$ cat src/rtl/accu_if.sv
// accu_if: streaming handshake bundle for the accu group-sum accumulator.
//   Upstream   : data_in, valid_a (producer -> accu), ready_a (accu -> producer)
//   Downstream : data_out, valid_b (accu -> consumer), ready_b (consumer -> accu)
// Modports:
//   slave  - the accumulator side (consumes data_in, produces data_out)
//   master - the testbench/system side that drives data_in and ready_b
// DATA_W/OUT_W must match the parameters of the accu instance it connects to.
interface accu_if #(
  parameter int DATA_W = 8,
  parameter int OUT_W  = 10
);
  logic [DATA_W-1:0] data_in;
  logic              valid_a;
  logic              ready_a;
  logic [OUT_W-1:0]  data_out;
  logic              valid_b;
  logic              ready_b;

  modport slave (
    input  data_in, valid_a, ready_b,
    output ready_a, valid_b, data_out
  );

  modport master (
    output data_in, valid_a, ready_b,
    input  ready_a, valid_b, data_out
  );
endinterface

$ cat src/rtl/accu.sv
// accu: streaming accumulator; sums each group of NUM consecutive accepted
// input beats and presents the sum with a valid/ready handshake.
//   clk      - rising-edge clock
//   rst_n    - synchronous active-low reset
//   bus      - accu_if.slave: data_in/valid_a/ready_a upstream,
//              data_out/valid_b/ready_b downstream
//   beat_cnt - (only with ACCU_BEAT_CNT_EN defined) registered beat counter
// data_out always shows the running partial sum; valid_b flags that it holds
// a complete NUM-beat sum. A delivery and the first beat of the next group may
// share a cycle, so throughput is one beat per cycle while ready_b is high.
// Optional feature macro: ACCU_BEAT_CNT_EN (exposes the beat counter).
module accu #(
  parameter int DATA_W = 8,
  parameter int OUT_W  = 10,
  parameter int NUM    = 4,
  localparam int CNT_W = $clog2(NUM + 1)
) (
  input  logic             clk,
  input  logic             rst_n,
`ifdef ACCU_BEAT_CNT_EN
  output logic [CNT_W-1:0] beat_cnt,
`endif
  accu_if.slave            bus
);

  logic [CNT_W-1:0] cnt;
  logic [OUT_W-1:0] sum_q;
  logic             vld_q;
  logic             acc, done, start, last;

  // Upstream is only stalled while a finished sum waits for the consumer.
  assign bus.ready_a  = ~vld_q | bus.ready_b;
  assign acc          = bus.valid_a & bus.ready_a;
  assign done         = vld_q & bus.ready_b;
  // A pending sum being taken this cycle frees data_out for a new group.
  assign start        = (cnt == '0) | done;
  assign last         = ~start & (cnt == CNT_W'(NUM - 1));

  assign bus.data_out = sum_q;
  assign bus.valid_b  = vld_q;

`ifdef ACCU_BEAT_CNT_EN
  assign beat_cnt = cnt;
`endif

  always_ff @(posedge clk) begin
    if (!rst_n) begin
      sum_q <= '0;
      vld_q <= 1'b0;
      cnt   <= '0;
    end else begin
      if (done) vld_q <= 1'b0;
      if (acc) begin
        if (start) begin
          sum_q <= OUT_W'(bus.data_in);
          cnt   <= CNT_W'(1);
        end else begin
          sum_q <= sum_q + OUT_W'(bus.data_in);
          if (last) begin
            cnt   <= '0;
            vld_q <= 1'b1;
          end else begin
            cnt <= cnt + CNT_W'(1);
          end
        end
      end
    end
  end

endmodule

$ cat src/flat_wrapper.sv
// flat-port wrapper written by rule: the top's interface ports become plain ports
module accu_flat 
#(
  parameter int DATA_W = 8,
  parameter int OUT_W  = 10,
  parameter int NUM    = 4,
  localparam int CNT_W = $clog2(NUM + 1)
)
  (clk, rst_n, bus_data_in, bus_valid_a, bus_ready_b, bus_ready_a, bus_valid_b, bus_data_out);
  accu_if #(.DATA_W(DATA_W), .OUT_W(OUT_W)) bus_i ();
  input  logic clk;
  input  logic rst_n;
  input wire logic [$bits(bus_i.data_in)-1:0] bus_data_in;
  input wire logic [$bits(bus_i.valid_a)-1:0] bus_valid_a;
  input wire logic [$bits(bus_i.ready_b)-1:0] bus_ready_b;
  output wire logic [$bits(bus_i.ready_a)-1:0] bus_ready_a;
  output wire logic [$bits(bus_i.valid_b)-1:0] bus_valid_b;
  output wire logic [$bits(bus_i.data_out)-1:0] bus_data_out;
  assign bus_i.data_in = bus_data_in;
  assign bus_i.valid_a = bus_valid_a;
  assign bus_i.ready_b = bus_ready_b;
  assign bus_ready_a = bus_i.ready_a;
  assign bus_valid_b = bus_i.valid_b;
  assign bus_data_out = bus_i.data_out;
  accu #(.DATA_W(DATA_W), .OUT_W(OUT_W), .NUM(NUM)) u_core (.clk(clk), .rst_n(rst_n), .bus(bus_i));
endmodule
$ cat config.mk
export PLATFORM = sky130hd
export DESIGN_NAME = accu_flat
export DESIGN_NICKNAME = d
export VERILOG_FILES = /design/src/rtl/accu_if.sv /design/src/rtl/accu.sv /design/src/flat_wrapper.sv
export SDC_FILE = /design/constraint.sdc
export NUM_CORES = 1
export LEC_CHECK = 0
export ABC_AREA = 1
export BUFFER_PORTS_ARGS = -buffer_cell sky130_fd_sc_hd__buf_2
export CAP_MARGIN = 20
export CORE_MARGIN = 4
export CORE_UTILIZATION = 48
export CTS_CLUSTER_DIAMETER = 150
export DETAILED_ROUTE_END_ITERATION = 10
export PLACE_DENSITY = 0.74
export SKIP_CTS_REPAIR_TIMING = 1
export SYNTH_ARGS = -nofsm -noshare
export SYNTH_HDL_FRONTEND = slang
export SYNTH_SLANG_ARGS = --single-unit
$ cat constraint.sdc
create_clock -name clk -period 1.65 [get_ports clk]
set_input_delay 0.33 -clock clk [delete_from_list [all_inputs] [get_ports clk]]
set_output_delay 0.33 -clock clk [all_outputs]
set_load 0.02 [all_outputs]
After elaboration in Yosys (flattened, before gate mapping) --
Cells that the tools add are included.
Word-level totals: register bits after elaboration 14, bits of input ports 12, output and inout port bits 12
Cells by class: $add $sub $neg 2, equality and inequality tests 1, mux-type cells 7, bitwise operators 7, reductions and logical operators 1
Operator list (count):
- $add A10 B8 Y10 | 1
- $mux W10 | 1
- $mux W3 | 2
- $mux W1 | 4
- $add A3 B1 Y3 const B | 1
- $and A1 B1 Y1 | 3
- $eq A3 B2 Y1 const B | 1
- $logic_not A3 Y1 | 1
- $not A1 Y1 | 2
- $or A1 B1 Y1 | 2

Depth between registers and ports, before layout --
Gate-level depths: netlist of run 1.
depth after elaboration 7, gate-level depth with buffers 10

Least setup slack after synthesis of run 1 --
OpenSTA, ideal clock, no wires.
path type register to register, from register u_core.sum_q[0], in the netlist u_core.bus.data_out[0], to register u_core.sum_q[8], in the netlist u_core.bus.data_out[8], setup time 0.115 ns, data arrival time 1.535 ns, required time 1.535 ns, setup slack 0.000 ns, cell stages (with the launch flop) 9, path buffers 0, clock period less this slack 1.650 ns, cell sequence dfxtp_1 > ha_1 > fa_1 > nand2_1 > nand3_1 > nand3_1 > nand3_1 > a21oi_1 > nor2_1
On the way: word-level cells in the longest chain between the ends 2
Ends and longest elaborated chain:
- start: declaration | RTL line accu.sv:27 | logic [OUT_W-1:0] sum_q;
- start signal: assignment | RTL line accu.sv:55 | sum_q <= OUT_W'(bus.data_in);
- start signal: assignment | RTL line accu.sv:58 | sum_q <= sum_q + OUT_W'(bus.data_in);
- $add A10 B8 Y10 | RTL line accu.sv:58
- $mux W10 | RTL line accu.sv:54 | if (start) begin
Every way passes these cells. A chain may end at the register's enable or synchronous reset.

Final worst setup path of run 1 --
Same ends and word-level chain as after synthesis.

==> results of run 1 <==
state kept, by name (all words and copies together), names as in the netlist:
signal               flops
u_core.bus.data_out     10
u_core.bus.valid_b       1
u_core.cnt               3
power by group through the flow:
stage	clock network, mW	logic, mW	registers [mW]
after floorplan	0	0.220	0.405
after global placement	0	0.318	0.383
after detailed placement	0	0.324	0.384
after CTS	0.207	0.327	0.376
after global routing	0.220	0.377	0.380
final	0.197	0.335	0.376
critical path: cells and delay by family, from the launching register on:
family | cells | cell delay, ns
AND/OR/NAND/NOR | 5 | 0.46
AO/OA/AOI/OAI | 1 | 0.13
adder cells (fa/ha/maj) | 2 | 0.53
flip-flops | 1 | 0.34
area by class of cell:
cell class              instances  area, um2
inverters                      25       96.3
flip-flops and latches         14        282
well taps                      28       35.0
clock buffers                   3       22.5
repair buffers                 26        138
multi-input cells             127        764
fillers                       210        896
worst paths after layout:
| path | start | to | cells past startpoint |
|---|---|---|---|
| worst max-delay path | u_core.bus.data_out[0] | u_core.bus.data_out[8] | 8 |
| worst min-delay path | rst_n | u_core.bus.data_out[2] | 3 |
| worst max register to register | u_core.bus.data_out[0] | u_core.bus.data_out[8] | 8 |
| worst min register to register | u_core.cnt[2] | u_core.cnt[2] | 2 |
cells in the final DEF, fill, tap and decap left out, types with 3 or more instances in the layout:
cell / n
inv_2: 5
a21oi_2: 4
nand2_1: 56
clkbuf_4: 3
nor2_1: 9
a21oi_1: 7
a31oi_1: 3
buf_4: 3
inv_1: 19
buf_2: 23
ha_1: 9
nand3_1: 17
dfxtp_1: 13
per-layer routing:
layer	part of all wire [%]	wire length, um	up-vias	track usage [%]
met1	46	1220	493	21.8
met5	0	0	-	0
met3	5.2	138	11	2.76
met4	3.3	87	0	8.94
met2	45	1200	33	25.9
li1	-	-	595	-
kinds of logic after synthesis:
kind of cell	Yosys count
compound gates	19
xor+xnor	1
fa+ha+maj	11
buf+inv	27
flops	14
simple gates	96
through the flow:
| step | area [um2] | power, mW | setup slack, ns | hold WS, ns |
|---|---|---|---|---|
| floorplan | 1140 | 0.625 | 0.0000725 | 0.434 |
| global placement | 1300 | 0.701 | -0.0436 | 0.455 |
| detailed placement | 1300 | 0.708 | -0.0730 | 0.468 |
| CTS | 1320 | 0.911 | 0.00432 | 0.273 |
| global route | 1340 | 0.977 | -0.0156 | 0.285 |
| finish | 1340 | 0.908 | 0.0926 | 0.281 |
==> flow_summary.ini, run 1 <==
[setup_path]
critical_path_arrival_ns = 1.74
r2r_slack_ns = 0.09
crit_type = flop to flop
endpoint_kind = flop
cp_common_cell = nand3_1
slowest_stage = dfxtp_2
worstPathMaxFanout = 4
cp-start-kind = flop
path_cells = ha_2 > fa_2 > nand2_1 > nand3_2 > nand3_1 > nand3_1 > a21oi_1 > nor2_1
cp.required_ns = 1.83
slowest_delay_ns = 0.34

[timing]
final-setup-viol-count = 0
fin_crit_sh_pct = 94.4
slew_violations = 0
hold_viol_final = 0
finalSetupTns_ns = 0
min_period_ns = 1.56
max_clock_freq_mhz = 642
worst_pin_slew_ns = 0.268
max_slew_margin_pct = 82.1
clock_skew_ns = 0.00388

[logic_synthesis]
synth_fa_ha_area_share_pct = 12.7
synth-edff-count = 0
synth.distinct_cells = 28
ys_async_sr_fraction_pct = 0
synth_top_family_by_area = simple AND/OR/NAND/NOR gates
synth_xor_area_share_pct = 0.768
syn_area_um2 = 1140
ys_seq_elements = 14
synth_compound_area_share_pct = 11.3
synth_area_leaders = dfxtp_1 (25%), nand2_1 (18%), ha_1 (11%)
synthFlopType = dfxtp_1
synthTopCellsByCount = nand2_1 (56), inv_1 (19), nand3_1 (19)
synth-simple-area-share_pct = 40.9
yosysTopAreaCellShare_pct = 24.6
synth_area_leader_cell = dfxtp_1
syn_area_per_cell_um2 = 6.79
post-synth-top-count-cell = nand2_1
synth_warnings = 0
syn-instance-count = 168
synth_mux_area_share_pct = 0
ys_seq_area_share_pct = 24.6
synth_fp_nets = 191

[floorplan]
dieArea_um2 = 3220
die_h_um = 56.8
ios = 24
chipWidth_um = 56.8
start_util_pct = 51.1
num_rows = 17
core_area_um2 = 2230

[global_routing]
grt_pass1_wl_um = 4330
grt_pass1_vias = 1033
grt_max_degree = 15
antenna_found_initial = 0
track_usage_pct = 16.7
grt-ovfl-total = 0

[place]
io_buffers = 23
gp_congestion = 0.903
place_hpwl_um = 2000
dp.cells = 220

[drt]
antenna_left = 0
drt_pass1_iterations = 4
wl_per_cell_um = 11.9
routed_wl_um = 2650
via_per_inst = 5.08
drc = 0
drtIter0Drc = 29
vias = 1132

[cts]
cts_tree = built
clk_pin_slew_ns = 0.09
root_buffer = clkbuf_4
insertion_delay_ns = 0.28
numCtsBuffers = 3
clock_sinks = 14
clock_path_buffers = 2
htreeDepth = 1

[finish]
synthToLayoutAreaGrowth_pct = 17.2
final_nets = 220
layout-drive-gt1-share_pct = 26.7
final_core_util_pct = 59.9
fin_cells = 223
num_antenna_cells = 0

[pwr]
seq_power_share_pct = 41.5
peakVddDrop_mv = 0.340
p_int_mw = 0.568
clockPowerShare_pct = 21.7
power_leakage_nw = 0.719
p_per_area_nw_per_um2 = 679
p_sw_mw = 0.340
comb_power_share_pct = 36.9
switching_share_pct = 37.5

[run_status]
outcome = finished, final reports clean

[flow_run]
drv_cap = 0

[min_path]
hold_class = input port to flop
Note: power is estimated with default switching activity, not from simulation.
==> run 2, diff against run 1 <==
--- a/config.mk
+++ b/config.mk
@@ -5,14 +5,13 @@
 export SDC_FILE = /design/constraint.sdc
 export NUM_CORES = 1
 export LEC_CHECK = 0
-export ABC_AREA = 1
 export BUFFER_PORTS_ARGS = -buffer_cell sky130_fd_sc_hd__buf_2
 export CAP_MARGIN = 20
 export CORE_MARGIN = 4
 export CORE_UTILIZATION = 48
 export CTS_CLUSTER_DIAMETER = 150
 export DETAILED_ROUTE_END_ITERATION = 10
-export PLACE_DENSITY = 0.74
+export PLACE_DENSITY = 0.75
 export SKIP_CTS_REPAIR_TIMING = 1
 export SYNTH_ARGS = -nofsm -noshare
 export SYNTH_HDL_FRONTEND = slang
==> run 2 against run 1 <==
The flow now finishes with violations (DRC, setup timing). Via count is 11% higher. Power rose by 23%. Die area decreased by 2.7%. Sequential share of layout area down 2.8 points. Critical path depth decreased by 1. Clock power grew 35%. Cell area up 21%. Fmax fell by 17%. Setup slack got worse by 0.31 ns. Global-route usage increased by 4.2 points. Largest power group is now combinational logic. Highest routed layer unchanged.
==> flow_summary.ini, run 2 <==
[floorplan]
chipWidth_um = 56.0
dieArea_um2 = 3130
start_util_pct = 50.4
num_rows = 17
ios = 24
die_h_um = 56.0
core_area_um2 = 2190

[logic_synthesis]
ys_seq_area_share_pct = 25.4
ys_seq_elements = 14
post-synth-top-count-cell = dfxtp_1
syn_area_per_cell_um2 = 8.31
ys_async_sr_fraction_pct = 0
synthFlopType = dfxtp_1
synth_fp_nets = 156
synth.distinct_cells = 44
syn-instance-count = 133
synth_warnings = 0
synth-edff-count = 0
synth_area_leader_cell = dfxtp_1
yosysTopAreaCellShare_pct = 25.4
synthTopCellsByCount = dfxtp_1 (14), nor2_1 (12), nand2_1 (11)
synth_area_leaders = dfxtp_1 (25%), ha_1 (11%), a21oi_1 (4.1%)
syn_area_um2 = 1100

[finish]
synthToLayoutAreaGrowth_pct = 46.1
final_nets = 211
final_cell_mix = buf_4 (28), buf_2 (23), nor2_1 (12)
final_common_cell = buf_4
largest_register_ffs = 10
num_antenna_cells = 0
fin_cells = 215
layout-drive-gt1-share_pct = 42.2
fillCellCount = 169

[setup_path]
cp.required_ns = 1.84
path_cells = ha_4 > buf_4 > buf_6 > a21o_4 > a2111oi_4 > o21ai_2 > a221o_1
cp-start-kind = flop
worstPathMaxFanout = 5
slowest_delay_ns = 0.41
crit_family = compound AO/OA/AOI/OAI gates
worst-path-buf-inv = 2
slowest_stage = a2111oi_4
crit_type = flop to flop
endpoint_kind = flop
critical_path_arrival_ns = 2.06

[global_routing]
antenna_found_initial = 0
grt_pass1_vias = 1194
track_usage_pct = 20.9
grt_pass1_wl_um = 5320
grt-ovfl-total = 0
grt_max_degree = 10

[cts]
clk_pin_slew_ns = 0.09
clock_sinks = 14
htreeDepth = 1
root_buffer = clkbuf_4
numCtsBuffers = 3
cts_tree = built
insertion_delay_ns = 0.30
clock_path_buffers = 2

[drt]
antenna_left = 0
wl_per_cell_um = 15.8
drt_pass1_iterations = 7
vias = 1262
drc = 2
drtIter0Drc = 77
routed_wl_um = 3390
via_per_inst = 5.87

[timing]
hold_viol_final = 0
fin_crit_sh_pct = 113
slew_violations = 0
rsz0062_at_grt = yes
worst_pin_slew_ns = 0.502
min_period_ns = 1.87
clock_skew_ns = 0.000567
max_clock_freq_mhz = 536
finalSetupTns_ns = -1.01
fin_ws_ns = -0.217
max_slew_margin_pct = 66.2
final-setup-viol-count = 7

[place]
gp_congestion = 0.908
place_hpwl_um = 2550
io_buffers = 23
dp.cells = 207

[run_status]
outcome = finished, violations left
violations = DRC, setup timing

[min_path]
hold_class = input port to flop

[flow_run]
drv_cap = 0

[pwr]
power_leakage_nw = 0.705
p_per_area_nw_per_um2 = 689
peakVddDrop_mv = 0.676
==> run 2: cell types whose count changed in the layout (fill, tap and decap cells not counted), sizes merged, moves of 14 or more <==
| cell | delta |
|---|---|
| buf | +27 |
| nand3 | -14 |
| inv | -20 |
| nand2 | -49 |
==> run 2: final cells by class <==
type                       count  area, um2  area share, %
timing repair buffer          53        348           21.6
multi-input combinational    111        882           54.7
sequential                    14        294           18.2
tap                           28       35.0           2.17
clock buffer                   4       36.3           2.25
inverter                       5       18.8           1.16
==> run 2: final timing paths <==
| kind | slack [ns] | to | startpoint | cells after the start |
|---|---|---|---|---|
| worst max-delay path | -0.22 | u_core.bus.data_out[7] | u_core.bus.data_out[0] | 7 |
| worst min-delay path | 0.33 | u_core.bus.data_out[0] | bus_data_in[0] | 3 |
| worst max register to register | -0.22 | u_core.bus.data_out[7] | u_core.bus.data_out[0] | 7 |
| worst min register to register | 0.52 | u_core.cnt[2] | u_core.cnt[2] | 1 |
==> run 2: kinds of logic after synthesis <==
family | share of synthesized area, %
and+or+nand+nor | 25.6
DFF | 25.4
xor gates and xnor gates | 0.793
AOI/OAI and AO/OA | 32.3
adders and majority gates | 13.1
buffers and inverters | 2.83
==> run 2: through the flow <==
| stage | utilization, % | area, um2 | total power [mW] | setup slack [ns] | hold WS, ns |
|---|---|---|---|---|---|
| 2_1_floorplan | - | 1160 | 0.634 | -0.165 | 0.482 |
| 4_1_cts | 69.6 | 1530 | 1.05 | -0.210 | 0.333 |
| 6_report | 73.7 | 1610 | 1.11 | -0.217 | 0.328 |
| 5_1_grt | 73.7 | 1610 | 1.17 | -0.275 | 0.338 |
| 3_3_place_gp | 68.0 | 1490 | 0.780 | -0.285 | 0.500 |
| 3_5_place_dp | 68.0 | 1490 | 0.797 | -0.325 | 0.504 |
==> run 2: routing by layer <==
| metal | global-route usage (%) | routed length (um) | up-vias |
|---|---|---|---|
| met3 | 3.71 | 249 | 4 |
| met1 | 27.2 | 1430 | 577 |
| met2 | 34.9 | 1660 | 61 |
| li1 | - | - | 620 |
| met5 | 0 | 0 | - |
| met4 | 6.44 | 43 | 0 |
==> run 2: report_power, final <==
| group | internal [mW] | switching, mW | total (mW) |
|---|---|---|---|
| Sequential | 0.361 | 0.0208 | 0.382 |
| Clock | 0.135 | 0.130 | 0.265 |
| Combinational | 0.226 | 0.240 | 0.466 |
==> run 2: worst reg2reg max path: cells and delay by family (launching register included) <==
| kind | cells | cell delay [ns] |
|---|---|---|
| buf+inv | 2 | 0.24 |
| compound gates | 4 | 1.00 |
| fa+ha+maj | 1 | 0.16 |
| flops | 1 | 0.36 |
